File: config.mk
export PLATFORM = sky130hd
export DESIGN_NAME = rr_req_mux
export DESIGN_NICKNAME = d
export VERILOG_FILES = /design/src/rtl/rr_req_mux_pkg.sv /design/src/rtl/rr_req_mux_pick.sv /design/src/rtl/rr_req_mux.sv
export SDC_FILE = /design/constraint.sdc
export NUM_CORES = 1
export LEC_CHECK = 0
export ABC_CLOCK_PERIOD_IN_PS = 3920
export CAP_MARGIN = 20
export CORE_MARGIN = 10
export CORE_UTILIZATION = 28
export CTS_BUF_LIST = sky130_fd_sc_hd__clkbuf_8
export DETAILED_ROUTE_END_ITERATION = 8
export GPL_TIMING_DRIVEN = 0
export PLACE_DENSITY = 0.66
export SYNTH_ARGS = -nofsm -noshare
export SYNTH_HDL_FRONTEND = slang
export SYNTH_HIERARCHICAL = 1
export SYNTH_SLANG_ARGS = --single-unit
File: constraint.sdc
create_clock -name clk_i -period 3.92 [get_ports clk_i]
set_input_delay 0.392 -clock clk_i [delete_from_list [all_inputs] [get_ports clk_i]]
set_output_delay 0.392 -clock clk_i [all_outputs]
set_load 0.01 [all_outputs]
File: src/rtl/rr_req_mux_pkg.sv
// rtl/rr_req_mux_pkg.sv - shared types, defaults and helpers for the round-robin request mux
package rr_req_mux_pkg;

    localparam int RR_N_DEF = 4;
    localparam int RR_W_DEF = 32;
    localparam int RR_SW    = $clog2(RR_N_DEF);
    localparam int RR_MAX_N = 64;

    typedef enum logic {
        ST_IDLE   = 1'b0,
        ST_LOCKED = 1'b1
    } lock_state_e;

    typedef struct packed {
        logic [RR_W_DEF-1:0] data;
        logic                last;
    } beat_t;

    // Input must be one-hot (or zero, which maps to index 0).
    function automatic int oh_to_idx(input logic [RR_MAX_N-1:0] oh);
        int idx;
        idx = 0;
        for (int i = 0; i < RR_MAX_N; i++) begin
            if (oh[i]) idx = i;
        end
        return idx;
    endfunction

endpackage

File: src/rtl/rr_req_mux_pick.sv
// rtl/rr_req_mux_pick.sv - rr_ptr_pick: one-hot round-robin pick from a priority pointer
module rr_ptr_pick #(
    parameter int N  = 4,
    parameter int SW = $clog2(N)
) (
    input  logic [N-1:0]  valid,
    input  logic [SW-1:0] ptr,
    output logic [N-1:0]  grant
);

    logic [N-1:0] rot;
    logic [N-1:0] first;

    // Rotate so the pointer lands on bit 0, isolate the lowest set bit, rotate back.
    always_comb begin
        rot   = N'({valid, valid} >> ptr);
        first = rot & (~rot + N'(1));
        grant = N'(({first, first} << ptr) >> N);
    end

endmodule

File: src/rtl/rr_req_mux.sv
// rtl/rr_req_mux.sv - packet-locked round-robin N:1 request mux with registered output stage
module rr_req_mux
    import rr_req_mux_pkg::*;
#(
    parameter int N  = RR_N_DEF,
    parameter int W  = RR_W_DEF,
    parameter int SW = $clog2(N)
) (
    input  logic           clk_i,
    input  logic           rst_i,
    input  logic [N-1:0]   req_valid_i,
    input  logic [N*W-1:0] req_data_i,
    input  logic [N-1:0]   req_last_i,
    output logic [N-1:0]   req_ready_o,
    output logic           out_valid_o,
    output logic [W-1:0]   out_data_o,
    output logic           out_last_o,
    output logic [SW-1:0]  out_src_o,
    input  logic           out_ready_i
);

    typedef struct packed {
        logic [W-1:0] data;
        logic         last;
    } sel_beat_t;

    lock_state_e   state_q, state_d;
    logic [SW-1:0] lock_src_q, lock_src_d;
    logic [SW-1:0] ptr_q, ptr_d;
    logic [SW-1:0] sel_idx;
    logic [N-1:0]  pick_grant;
    logic [N-1:0]  grant;
    logic          stage_free;
    logic          in_hs;
    sel_beat_t     sel_beat;

    rr_ptr_pick #(.N(N), .SW(SW)) u_pick (
        .valid (req_valid_i),
        .ptr   (ptr_q),
        .grant (pick_grant)
    );

    // While locked only the owning source may be granted, even if it idles.
    always_comb begin
        grant = '0;
        if (state_q == ST_LOCKED) begin
            grant[lock_src_q] = req_valid_i[lock_src_q];
        end else begin
            grant = pick_grant;
        end
    end

    assign stage_free  = ~out_valid_o | out_ready_i;
    assign req_ready_o = grant & {N{stage_free}};
    assign in_hs       = |(req_valid_i & req_ready_o);
    assign sel_idx     = SW'(oh_to_idx(RR_MAX_N'(grant)));
    assign sel_beat    = '{data: req_data_i[sel_idx*W +: W], last: req_last_i[sel_idx]};

    always_comb begin
        state_d    = state_q;
        lock_src_d = lock_src_q;
        ptr_d      = ptr_q;
        if (in_hs) begin
            if (sel_beat.last) begin
                state_d = ST_IDLE;
                ptr_d   = (sel_idx == SW'(N - 1)) ? '0 : sel_idx + SW'(1);
            end else if (state_q == ST_IDLE) begin
                state_d    = ST_LOCKED;
                lock_src_d = sel_idx;
            end
        end
    end

    always_ff @(posedge clk_i or posedge rst_i) begin
        if (rst_i) begin
            state_q    <= ST_IDLE;
            lock_src_q <= '0;
            ptr_q      <= '0;
        end else begin
            state_q    <= state_d;
            lock_src_q <= lock_src_d;
            ptr_q      <= ptr_d;
        end
    end

    // A load in the same cycle as a drain overwrites the stage, giving one beat per cycle.
    always_ff @(posedge clk_i or posedge rst_i) begin
        if (rst_i) begin
            out_valid_o <= 1'b0;
            out_data_o  <= '0;
            out_last_o  <= 1'b0;
            out_src_o   <= '0;
        end else if (in_hs) begin
            out_valid_o <= 1'b1;
            out_data_o  <= sel_beat.data;
            out_last_o  <= sel_beat.last;
            out_src_o   <= sel_idx;
        end else if (out_ready_i) begin
            out_valid_o <= 1'b0;
        end
    end

endmodule

==> impl_metrics.csv <==
group,metric,value,unit
route,routedWlPerCell,19.9,µm
yosys,synthFlopType,"sky130_fd_sc_hd__dfrtp_1",
critical_path,worstPathMaxFanout,10,
yosys,synthesis.area,2950,µm²
floorplanning,boundaryPins,179,
final_layout,area_delta_synth_final,70.8,%
clock_tree,tritoncts,"built",
final_layout,share_of_final_layout_standard_cells_stronger_than_drive_strength_1,0.0622,
yosys,syn_inst,376,
clock_tree,cts_made_buffers,5,
floorplanning,design.core.area,10300,µm²
clock_tree,cts.sink_count,41,
clock_tree,post_cts_hold_buffer_count,0,
floorplanning,fp.dieArea,15000,µm²
floorplanning,floorplan.die.height,123,µm
global_routing,globalRouteOverflowTotal,0,
yosys,synth_largest_type_area_fraction,0.348,
timing,timing.final.crit_period,3.68,ns
flow_run,max_cap_violations,0,
yosys,number_of_flops_mapped_to_enable_cells_by_yosys,0,
critical_path,cpMaxStageDelayCell,"sky130_fd_sc_hd__clkdlybuf4s50_1",
final_layout,area_of_combinational_cells_with_multiple_inputs,1700,µm²
timing,fmaxAchievable,272,MHz
global_routing,grt_pass1_vias,4018,
final_layout,fillerInstances,1044,
final_layout,mostFrequentLayoutCell,"sky130_fd_sc_hd__clkdlybuf4s50_1",
yosys,synth_top_cell_by_area,"sky130_fd_sc_hd__dfrtp_1",
timing,final-hold-violation-count,0,
critical_path,crit_path_max_cell_delay,0.60,ns
critical_path,worst_path_most_repeated_cell,"sky130_fd_sc_hd__clkdlybuf4s50_1",
power_and_ir_drop,leakagePower,1.95,nW
timing,finalSetupViolCount,0,
route,detail_route.first_pass.iterations,4,
run_status,run_status,"completed",
placement,globalplace.congestion,0.856,
clock_tree,worst_setup_hold_path_clk_slew,0.08,ns
route,routed_wl,13.9,mm
timing,tightest_slew,0.586,ns
power_and_ir_drop,ir_worst_vdd,249,µV
route,dr_total_vias,3766,
timing,post_route_setup_tns,0,ns
floorplanning,start_util,0.287,
yosys,post_synthesis_async_set_or_reset_flop_share,1.00,
critical_path,crit_path_cell_trace,"clkdlybuf4s50_1 -> a21oi_1 -> o221a_2 -> inv_1 -> o21ai_2 -> buf_4 -> clkbuf_1 -> and2_1 -> clkdlybuf4s50_1",
yosys,netlist_top_cells_area,"sky130_fd_sc_hd__dfrtp_1, sky130_fd_sc_hd__a21oi_1, sky130_fd_sc_hd__a311oi_1",
final_layout,mostFrequentLayoutCells,"sky130_fd_sc_hd__clkdlybuf4s50_1, sky130_fd_sc_hd__a21oi_1, sky130_fd_sc_hd__o21ai_0",
global_routing,grt_first_pass_wirelength,21.6,mm
route,viasPerCell,5.39,
route,detailedRoute.firstIterationViolations,253,
clock_tree,postCtsSetupBuffers,0,
floorplanning,placement_rows,37,
clock_tree,cts.root.buffer_cell,"sky130_fd_sc_hd__clkbuf_8",
timing,skew,0.0119,ns
clock_tree,clk_path_buf_depth,2,
timing,timing.slew.headroom,0.609,
yosys,netlist-cell-type-count,44,
critical_path,path_class,"in -> out",
final_layout,finish.utilization,0.490,
clock_tree,cts_resized,0,
floorplanning,die_x,123,µm
timing,grt_setup_unrepaired,"false",
timing,final-max-slew-violation-count,0,
global_routing,grt_antenna_before_repair,0,
route,postRouteAntennaNets,0,
global_routing,grt_start_max_net_pins,25,
final_layout,num_antenna_cells,0,
yosys,synth.ff_latch_count,41,
final_layout,design.final.nets,701,
critical_path,critical_path.startpoint_type,"input port",
placement,portBuffers,178,
power_and_ir_drop,report.power.total,3.15,mW
yosys,yosysWarnings,6,
critical_path,required,3.53,ns
power_and_ir_drop,power_density,625,nW/µm²
clock_tree,cts_max_level,2,
worst_hold_path,min_path_type,"in -> async",
global_routing,grt.total_usage,0.177,
critical_path,endpoint_kind_of_the_worst_setup_timing_path,"output port",
route,drc_errors,0,
placement,hpwl,11.0,mm
clock_tree,worst_skew_pair.late_latency,0.30,ns
critical_path,worstPathArrival,3.28,ns
yosys,synth_fp_nets,515,
timing,layout_worst_path_cycle_share,0.938,
yosys,synth_area_per_cell,7.85,µm²
final_layout,layout.area.seq,1030,µm²
yosys,seq_area_frac_synth,0.348,
==> layout make-up <==
cell class | instances | share of cell area
clock inverters | 2 | 0.00670
well taps | 136 | 0.0338
plain buffers | 42 | 0.0397
multi-input cells | 287 | 0.338
inverters | 6 | 0.00447
clock buffers | 6 | 0.0164
repair buffers | 179 | 0.357
flip-flops and latches | 41 | 0.204
==> worst paths after layout <==
kind	startpoint	end	slack (ns)	cells after the start
worst max register to register	ptr_q[1]$_DFFE_PP0P_	out_data_o[3]$_DFFE_PP0P_	1.32	9
min in group clk_i	out_data_o[6]$_DFFE_PP0P_	out_data_o[6]$_DFFE_PP0P_	0.49	2
worst min-delay path	rst_i	out_data_o[30]$_DFFE_PP0P_	0.40	2
max in group asynchronous	rst_i	lock_src_q[1]$_DFFE_PP0P_	3.02	3
worst max-delay path	req_valid_i[2]	req_ready_o[3]	0.24	9
worst min register to register	out_data_o[6]$_DFFE_PP0P_	out_data_o[6]$_DFFE_PP0P_	0.49	2
==> cell usage after synthesis, types with 2 or more instances <==
master and number:
sky130_fd_sc_hd__a211oi_1 2, sky130_fd_sc_hd__a311oi_1 32, sky130_fd_sc_hd__buf_1 4, sky130_fd_sc_hd__nand3_1 32
sky130_fd_sc_hd__nand2_1 36, sky130_fd_sc_hd__o21bai_1 2, sky130_fd_sc_hd__a22o_1 2, sky130_fd_sc_hd__buf_2 9
sky130_fd_sc_hd__nand2b_1 4, sky130_fd_sc_hd__dfrtp_1 41, sky130_fd_sc_hd__o21a_1 2, sky130_fd_sc_hd__a21oi_1 69
sky130_fd_sc_hd__inv_1 6, sky130_fd_sc_hd__a22oi_1 2, sky130_fd_sc_hd__a21o_1 2, sky130_fd_sc_hd__nor2b_1 3
sky130_fd_sc_hd__clkbuf_1 23, sky130_fd_sc_hd__o21ai_1 17, sky130_fd_sc_hd__nor2_1 9, sky130_fd_sc_hd__o21ai_0 49
sky130_fd_sc_hd__buf_4 4, sky130_fd_sc_hd__and2_1 4
==> worst max-delay path, delay by kind of cell <==
family / cells / cell delay (ns)
buf+inv: 5 / 1.90
compound gates: 3 / 0.79
simple gates: 1 / 0.20
==> metal layers <==
metal | global-route usage | share of wire | up-vias
met1 | 0.221 | 0.41 | 1796
met5 | 0 | 0 | -
met4 | 0.0493 | 0.016 | 0
met2 | 0.286 | 0.47 | 172
met3 | 0.0579 | 0.10 | 16
li1 | - | - | 1782
==> state kept, by name, indices dropped and copies added (netlist names) <==
name / flops
state_q: 1
ptr_q: 2
out_last_o: 1
lock_src_q: 2
out_data_o: 32
out_valid_o: 1
out_src_o: 2
==> per-stage QoR <==
| stage | std cells | hold WS (ns) | area (µm²) | worst slack, ns |
|---|---|---|---|---|
| floorplan | 376 | 0.514 | 2950 | 1.68 |
| global placement | 690 | 0.465 | 4900 | 0.240 |
| detailed placement | 691 | 0.473 | 4920 | 0.211 |
| CTS | 699 | 0.412 | 5040 | 0.236 |
| global route | 699 | 0.439 | 5040 | 0.0304 |
| finish | 699 | 0.402 | 5040 | 0.243 |
==> logic make-up (layout without fill, tap and decap cells) <==
family                 Yosys count  after routing  share of synthesized area
flip-flops                      41             41                      0.348
AND/OR/NAND/NOR                 96             96                      0.162
AO/OA/AOI/OAI                  188            188                      0.399
multiplexers                     3              3                     0.0161
buffers and inverters           48            235                     0.0755
==> power breakdown <==
group	internal, mW	switching [mW]
Clock	0.205	0.156
Sequential	0.636	0.136
Combinational	0.947	1.07
Total	1.79	1.36
(Power assumes the default switching activity.)
